==> config.mk <==
export PLATFORM = sky130hd
export DESIGN_NAME = mem_read_ctrl
export DESIGN_NICKNAME = d
export VERILOG_FILES = /design/src/rtl/mem_rd_pkg.sv /design/src/rtl/mem_read_scan_tick.sv /design/src/rtl/mem_read_ctrl.sv
export SDC_FILE = /design/constraint.sdc
export NUM_CORES = 1
export LEC_CHECK = 0
export CELL_PAD_IN_SITES_DETAIL_PLACEMENT = 0
export CELL_PAD_IN_SITES_GLOBAL_PLACEMENT = 1
export CORE_ASPECT_RATIO = 0.5
export CORE_UTILIZATION = 36
export CTS_BUF_LIST = sky130_fd_sc_hd__clkbuf_4 sky130_fd_sc_hd__clkbuf_8 sky130_fd_sc_hd__clkbuf_16
export CTS_CLUSTER_SIZE = 20
export DETAILED_ROUTE_END_ITERATION = 10
export PLACE_DENSITY_LB_ADDON = 0.1
export SYNTH_ARGS = -nofsm -noshare
export SYNTH_HDL_FRONTEND = slang
export SYNTH_SLANG_ARGS = --single-unit
==> constraint.sdc <==
create_clock -name clk -period 1.9 [get_ports clk]
set_clock_uncertainty 0.2 [all_clocks]
set_input_delay 0.285 -clock clk [delete_from_list [all_inputs] [get_ports clk]]
set_output_delay 0.285 -clock clk [all_outputs]
set_load 0.05 [all_outputs]
==> src/rtl/mem_rd_pkg.sv <==
// mem_rd_pkg: shared definitions for the memory read-side controller.
//   - rd_state_e : controller state encoding
//   - DEF_*      : default parameter values for mem_read_ctrl
//   - MAX_RD_LAT : largest supported RAM read latency
//   - LAT_CNT_W  : width of the read-latency wait counter
package mem_rd_pkg;

    typedef enum logic [1:0] {
        StInit  = 2'b00,
        StIdle  = 2'b01,
        StIssue = 2'b10,
        StWait  = 2'b11
    } rd_state_e;

    localparam int unsigned DEF_ADDR_W = 4;
    localparam int unsigned DEF_DATA_W = 8;
    localparam int unsigned DEF_RD_LAT = 1;
    localparam int unsigned MAX_RD_LAT = 4;

    // Counter holds RD_LAT-1, so it only needs to reach MAX_RD_LAT-1.
    localparam int unsigned LAT_CNT_W = $clog2(MAX_RD_LAT);

endpackage

==> src/rtl/mem_read_scan_tick.sv <==
// mem_read_scan_tick: autoscan prescaler. Emits a one-cycle tick every DIV clocks
// while enabled; a synchronous clear restarts the count.
// Ports:
//   clk  - system clock
//   rst  - asynchronous active-high reset
//   en   - count enable
//   clr  - synchronous clear (wins over en)
//   tick - one-cycle pulse at the end of each DIV-clock period
module mem_read_scan_tick #(
    parameter int unsigned DIV = 10_000_000
) (
    input  logic clk,
    input  logic rst,
    input  logic en,
    input  logic clr,
    output logic tick
);

    localparam int unsigned CNT_W = (DIV > 1) ? $clog2(DIV) : 1;
    localparam logic [CNT_W-1:0] LAST = CNT_W'(DIV - 1);

    logic [CNT_W-1:0] cnt_q, cnt_d;

    always_comb begin
        cnt_d = cnt_q;
        if (clr) begin
            cnt_d = '0;
        end else if (en) begin
            cnt_d = (cnt_q == LAST) ? '0 : cnt_q + CNT_W'(1);
        end
    end

    assign tick = en & ~clr & (cnt_q == LAST);

    always_ff @(posedge clk or posedge rst) begin
        if (rst) begin
            cnt_q <= '0;
        end else begin
            cnt_q <= cnt_d;
        end
    end

endmodule

==> src/rtl/mem_read_ctrl.sv <==
// mem_read_ctrl: read-side controller for the on-board memory path. Front-panel
// step/reload pulses walk an address counter through a synchronous-read RAM port;
// the last word read and its address are held for the display/LED logic.
// Optional build macro: MEM_READ_AUTOSCAN_EN adds a SCAN_DIV prescaler whose tick
// acts as an extra step source while scan_en=1.
// Ports:
//   clk, rst      - clock, asynchronous active-high reset
//   step_pulse    - advance address by one, then read
//   reload_pulse  - re-read the current address
//   scan_en       - autoscan enable (unused without the macro)
//   mem_en        - registered RAM read enable, one cycle per read
//   mem_addr      - registered RAM read address
//   mem_dout      - RAM read data
//   data_out      - last captured word
//   addr_out      - address of data_out
//   data_valid    - data_out is current for addr_out
//   busy          - controller is not idle
module mem_read_ctrl
    import mem_rd_pkg::*;
#(
    parameter int unsigned ADDR_W   = DEF_ADDR_W,
    parameter int unsigned DATA_W   = DEF_DATA_W,
    parameter int unsigned RD_LAT   = DEF_RD_LAT,
    parameter int unsigned SCAN_DIV = 10_000_000
) (
    input  logic              clk,
    input  logic              rst,
    input  logic              step_pulse,
    input  logic              reload_pulse,
    input  logic              scan_en,
    output logic              mem_en,
    output logic [ADDR_W-1:0] mem_addr,
    input  logic [DATA_W-1:0] mem_dout,
    output logic [DATA_W-1:0] data_out,
    output logic [ADDR_W-1:0] addr_out,
    output logic              data_valid,
    output logic              busy
);

    localparam logic [LAT_CNT_W-1:0] LAT_LOAD = LAT_CNT_W'(RD_LAT - 1);

    rd_state_e             state_q, state_d;
    logic [ADDR_W-1:0]     addr_q, addr_d;
    logic                  pend_q, pend_d;
    logic [LAT_CNT_W-1:0]  cnt_q, cnt_d;
    logic                  mem_en_q, mem_en_d;
    logic [ADDR_W-1:0]     mem_addr_q, mem_addr_d;
    logic [DATA_W-1:0]     data_q, data_d;
    logic [ADDR_W-1:0]     addr_out_q, addr_out_d;
    logic                  valid_q, valid_d;

    logic scan_tick;
    logic step_any;

`ifdef MEM_READ_AUTOSCAN_EN
    mem_read_scan_tick #(
        .DIV (SCAN_DIV)
    ) u_scan_tick (
        .clk  (clk),
        .rst  (rst),
        .en   (scan_en),
        .clr  (~scan_en),
        .tick (scan_tick)
    );
`else
    logic unused_scan;
    assign unused_scan = scan_en ^ (SCAN_DIV == 32'd0);
    assign scan_tick   = 1'b0;
`endif

    assign step_any = step_pulse | scan_tick;

    always_comb begin
        state_d    = state_q;
        addr_d     = addr_q;
        pend_d     = pend_q;
        cnt_d      = cnt_q;
        data_d     = data_q;
        addr_out_d = addr_out_q;
        valid_d    = valid_q;

        unique case (state_q)
            StInit: begin
                // Automatic read of address 0 after every reset.
                state_d = StIssue;
            end
            StIdle: begin
                if (step_any || pend_q) begin
                    addr_d  = addr_q + ADDR_W'(1);
                    pend_d  = 1'b0;
                    state_d = StIssue;
                end else if (reload_pulse) begin
                    state_d = StIssue;
                end
            end
            StIssue: begin
                cnt_d   = LAT_LOAD;
                state_d = StWait;
            end
            StWait: begin
                if (cnt_q == '0) begin
                    data_d     = mem_dout;
                    addr_out_d = mem_addr_q;
                    valid_d    = 1'b1;
                    state_d    = StIdle;
                end else begin
                    cnt_d = cnt_q - LAT_CNT_W'(1);
                end
            end
        endcase

        // One-deep step queue while a read is in flight; reloads are dropped.
        if (state_q != StIdle && step_any) begin
            pend_d = 1'b1;
        end

        // Output registers are loaded on entry to ISSUE so they are high during it.
        mem_en_d   = (state_d == StIssue);
        mem_addr_d = (state_d == StIssue) ? addr_d : mem_addr_q;
        if (state_d == StIssue) begin
            valid_d = 1'b0;
        end
    end

    always_ff @(posedge clk or posedge rst) begin
        if (rst) begin
            state_q    <= StInit;
            addr_q     <= '0;
            pend_q     <= 1'b0;
            cnt_q      <= '0;
            mem_en_q   <= 1'b0;
            mem_addr_q <= '0;
            data_q     <= '0;
            addr_out_q <= '0;
            valid_q    <= 1'b0;
        end else begin
            state_q    <= state_d;
            addr_q     <= addr_d;
            pend_q     <= pend_d;
            cnt_q      <= cnt_d;
            mem_en_q   <= mem_en_d;
            mem_addr_q <= mem_addr_d;
            data_q     <= data_d;
            addr_out_q <= addr_out_d;
            valid_q    <= valid_d;
        end
    end

    assign mem_en     = mem_en_q;
    assign mem_addr   = mem_addr_q;
    assign data_out   = data_q;
    assign addr_out   = addr_out_q;
    assign data_valid = valid_q;
    assign busy       = (state_q != StIdle);

endmodule

==> results of run 1 <==
per-layer routing:
metal / vias to the layer above / global-route usage, % / wire length [µm]
met5: - / 0 / 0
met4: 0 / 6.70 / 31
met3: 5 / 6.30 / 186
met2: 22 / 22.2 / 889
met1: 374 / 17.8 / 1010
li1: 395 / - / -
stage by stage:
step	TNS, ns	cells	setup WS, ns
floorplan	0	90	0.204
global placement	-0.0402	160	-0.0315
detailed placement	-0.0250	160	-0.0250
CTS	0	164	0.248
global route	0	164	0.196
finish	0	164	0.250
Yosys cell counts:
cell      n  share of area (%)
ha_1      2                2.2
dfrtp_1  27                 61
nand2_1   6                2.0
nor2_1    3                1.0
o31ai_1   3                2.0
nand3_1   3                1.3
or3_1     1               0.56
o21ai_0   3                1.3
mux2_2   12                 12
inv_2     1               0.34
buf_2     1               0.45
buf_6     1                1.0
or2_2     1               0.56
or4_1     2                1.3
a31oi_1   4                2.2
or4b_4    1                1.2
nor2b_4   1                1.2
a22oi_1   1               0.67
or4_4     1                1.0
a21oi_1   6                2.7
inv_1     8                2.7
o22ai_1   1               0.56
and2_4    1               0.78
path summary, 6_finish.rpt:
check,from,to,slack [ns]
setup / recovery,reload_pulse,mem_addr[1]$_DFFE_PP0P_,0.25
hold / removal,rst,data_out[3]$_DFFE_PP0P_,0.17
setup reg to reg,state_q[1]$_DFF_PP0_,mem_addr[3]$_DFFE_PP0P_,0.28
hold reg to reg,addr_out[0]$_DFFE_PP0P_,addr_out[0]$_DFFE_PP0P_,0.31
max in group asynchronous,rst,mem_addr[2]$_DFFE_PP0P_,1.08
min in group clk,addr_out[0]$_DFFE_PP0P_,addr_out[0]$_DFFE_PP0P_,0.31
sequential cells by signal, summed over array words and instances (netlist names):
name / cells
data_valid: 1
state_q: 2
data_out: 8
mem_en: 1
addr_q: 4
cnt_q: 2
addr_out: 4
mem_addr: 4
pend_q: 1
cell type report:
class / count / area, µm² / share of cell area [%]
Sequential cell: 27 / 676 / 44.7
Multi-Input combinational cell: 52 / 390 / 25.8
Timing Repair Buffer: 35 / 315 / 20.9
Clock buffer: 4 / 48.8 / 3.23
Tap cell: 37 / 46.3 / 3.07
Inverter: 9 / 33.8 / 2.24
cells in the final DEF (no fill, tap or decap), drive strengths merged, types with 2 or more instances in the layout:
cell type and n:
mux2 12, buf 24, clkbuf 4, nor2 3, or4 3, dfrtp 27
nand2 6, o31ai 3, ha 2, a21oi 6, nand3 3, inv 9
o21ai 3, a31oi 4, clkdlybuf4s50 11
cell families after synthesis:
group | Yosys count
AOI/OAI and AO/OA | 18
DFF | 27
adders and majority gates | 2
buffers and inverters | 11
muxes | 12
and+or+nand+nor | 20
critical path, stage by stage:
cell and delay, ns:
clkdlybuf4s50_1 0.42, or4b_4 0.57, and2_4 0.21, a31oi_1 0.15
==> out/results.ini, run 1 <==
[clocking]
clk_pin_slew_worst_paths_ns = 0.08
clockRootBuffer = clkbuf_8
numClockSinks = 27
clk_latency_ns = 0.27
clk_path_buf_depth = 2
ctsHoldBuffers = 0
cts.repair.resized = 0
cts_max_level = 1
cts_buffers = 3
tritoncts = yes
cts_setup_buffers = 0

[worst_setup_path]
crit_required_ns = 1.89
cp_max_fo = 7
arrival_ns = 1.64
endpoint_kind = flop
crit_type = primary input to flop
rr_worst_depth = 4
crit_path_start_kind = primary input

[global_route]
grt_max_degree = 28
antenna_found_initial = 0
grt_usage_pct = 14.3
overflow = 0
grt_pass1_vias = 678
grt_pass1_wl_um = 3220

[synthesis]
syn_area_um2 = 1120
synth_seq_cells = 27
seq_area_frac_synth_pct = 60.5
synth-simple-area-share_pct = 11.1
synth_top_family_by_area = multiplexers
synth_fa_ha_area_share_pct = 2.24
synthMuxAreaShare_pct = 12.1
synth-xor-area-share_pct = 0
ys.warnings.count = 0
postSynthCellCount = 90
synth_compound_area_share_pct = 9.53
synth_cell_types = 23
syn_avg_cell_area_um2 = 12.4
syn-num-nets = 105

[placed_design]
postPlaceCellArea_um2 = 1460
numPortBuffers = 30
dpl.hpwl_um = 1580
gp_congestion = 0.739

[finish]
n_antenna_cell = 0
final_area_um2 = 1510
n_fill_cell = 248
syn_to_final_growth_pct = 35.3
finalNetCount = 143
fin_util_pct = 54.6
drive_gt1_share_pct = 36.2

[detailed_routing]
drt-pass1-iter-count = 4
ant_nets = 0
wl_um = 2120
route.vias.total = 796
drc = 0
wl_per_cell_um = 12.9
drt_iter0_drc = 58
vias_per_cell = 4.85

[floorplanning]
start_util_pct = 40.4
rows = 13
core_area_um2 = 2770
fp.dieH_um = 41.4
die_x_um = 80.7
die_area_um2 = 3340
io_pins = 32

[sta]
rsz0062_at_grt = no
hold_viol_final = 0
hold_ws_ns = 0.175
slew_headroom_pct = 71.5
post-route-period-util_pct = 86.8
timing.fmax_mhz = 606
setup_viol = 0
slew_viol_final = 0
worst_slew_pin_slew_ns = 0.427
period_needed_ns = 1.65

[hold_path]
hold_class = primary input to asynchronous set/reset pin

[job]
cap_violations = 0

[outcome]
outcome = finished clean

Power of run 1 is left out: the tool's default activity adds up to more than one toggle a clock period on the data nets, which glitch-free logic cannot reach.
==> run 2: changes to the inputs <==
- CORE_UTILIZATION: 36 -> 39
- clock period: 1.9 -> 2.1 ns (I/O delays scaled with it)
==> out/results.ini, run 2 (synthesis results as in run 1) <==
[clocking]
tritoncts = yes  ; unchanged
cts_setup_buffers = 0  ; unchanged
clk_pin_slew_worst_paths_ns = 0.08  ; about the same
clk_path_buf_depth = 2  ; unchanged
numClockSinks = 27  ; unchanged
clk_latency_ns = 0.26  ; was 0.27 ns
ctsHoldBuffers = 0  ; unchanged
cts_max_level = 1  ; unchanged
cts_buffers = 3  ; unchanged
clockRootBuffer = clkbuf_8  ; unchanged
cts.repair.resized = 0  ; unchanged

[worst_setup_path]
crit_chain = clkdlybuf4s50_1  ; was clkdlybuf4s50_1, or4b_4, and2_4, a31oi_1
crit_required_ns = 1.58  ; was 1.89 ns
cp_max_fo = 3  ; was 7
endpoint_kind = output port  ; was flop
crit_family = buffers and inverters  ; was simple AND/OR/NAND/NOR gates
max_stage_delay_ns = 0.82  ; was 0.57 ns
crit_path_start_kind = flop  ; was primary input
crit_buf_inv = 1  ; unchanged
crit_type = flop to output port  ; was primary input to flop
critPathSlowestCell = clkdlybuf4s50_1  ; was or4b_4
arrival_ns = 1.47  ; was 1.64 ns

[global_route]
overflow = 0  ; unchanged
grt_pass1_vias = 760  ; was 678
grt_max_degree = 28  ; unchanged
grt_pass1_wl_um = 3440  ; was 3220 µm
grt_usage_pct = 15.3  ; was 14.3%
antenna_found_initial = 0  ; unchanged

[floorplanning]
start_util_pct = 42.1  ; was 40.4%
die_x_um = 77.7  ; was 80.7 µm
rows = 13  ; unchanged
fp.dieH_um = 39.8  ; was 41.4 µm
io_pins = 32  ; unchanged
die_area_um2 = 3090  ; was 3340 µm²
core_area_um2 = 2650  ; was 2770 µm²

[placed_design]
numPortBuffers = 30  ; unchanged
gp_congestion = 0.778  ; was 0.739
dpl.hpwl_um = 1600  ; was 1580 µm

[detailed_routing]
ant_nets = 0  ; unchanged
wl_per_cell_um = 13.0  ; was 12.9 µm
drt_iter0_drc = 15  ; was 58
vias_per_cell = 4.89  ; was 4.85
drt-pass1-iter-count = 4  ; unchanged
route.vias.total = 788  ; was 796
wl_um = 2090  ; was 2120 µm
drc = 0  ; unchanged

[sta]
post-route-period-util_pct = 94.6
fin_setup_tns_ns = 0  ; unchanged
worst_slew_pin_slew_ns = 0.508  ; was 0.427 ns
slew_headroom_pct = 66.0  ; was 71.5%
period_needed_ns = 1.99
hold_viol_final = 0  ; unchanged
slew_viol_final = 0  ; unchanged
rsz0062_at_grt = no  ; unchanged
timing.fmax_mhz = 503
setup_viol = 0  ; unchanged

[outcome]
outcome = finished clean  ; unchanged

[hold_path]
hold_class = primary input to asynchronous set/reset pin  ; unchanged

[finish]
final_common_cell = clkdlybuf4s50_1  ; was dfrtp_1
syn_to_final_growth_pct = 36.2  ; was 35.3%
multiInputGateArea_um2 = 390  ; unchanged
final_cell_mix = clkdlybuf4s50_1, dfrtp_1, mux2_2  ; was dfrtp_1, buf_4, mux2_2
seqCellArea_um2 = 676  ; unchanged
n_fill_cell = 228  ; was 248
finalNetCount = 140  ; was 143
drive_gt1_share_pct = 20.2  ; was 36.2%
n_antenna_cell = 0  ; unchanged
largest_reg_flops = 8  ; unchanged

[job]
cap_violations = 0  ; unchanged

run 2: path summary, 6_finish.rpt:
path	from	endpoint	slack [ns]	cells past startpoint
hold reg to reg	data_out[7]$_DFFE_PP0P_	data_out[7]$_DFFE_PP0P_	0.31	1
min in group clk	data_out[7]$_DFFE_PP0P_	data_out[7]$_DFFE_PP0P_	0.31	1
setup reg to reg	cnt_q[0]$_DFFE_PP0P_	data_out[6]$_DFFE_PP0P_	0.26	5
max in group asynchronous	rst	addr_out[0]$_DFFE_PP0P_	1.23	3
hold / removal	rst	data_out[6]$_DFFE_PP0P_	0.22	3
setup / recovery	mem_addr[3]$_DFFE_PP0P_	mem_addr[3]	0.11	1
run 2: layout make-up:
cell class / instances / share of cell area [%]
Sequential cell: 27 / 44.4
Multi-Input combinational cell: 52 / 25.7
Timing Repair Buffer: 32 / 21.4
Clock buffer: 4 / 3.21
Tap cell: 37 / 3.05
Inverter: 9 / 2.22
run 2: routing by layer:
layer	vias to the layer above	global-route usage (%)	share of wire [%]
li1	382	-	-
met1	377	19.0	47
met2	29	25.7	45
met3	0	6.28	7.5
met4	0	2.83	0
met5	-	0	0
run 2: through the flow:
step,worst slack (ns),cell area [µm²],hold slack (ns),util (%),std cells
floorplan,0.404,1120,0.168,-,90
global placement,0.141,1470,0.287,55.5,157
detailed placement,0.140,1470,0.293,55.5,157
CTS,0.109,1520,0.223,57.3,161
global route,0.0649,1520,0.255,57.3,161
finish,0.114,1520,0.218,57.3,161
Power of run 2 is left out for the same reason.
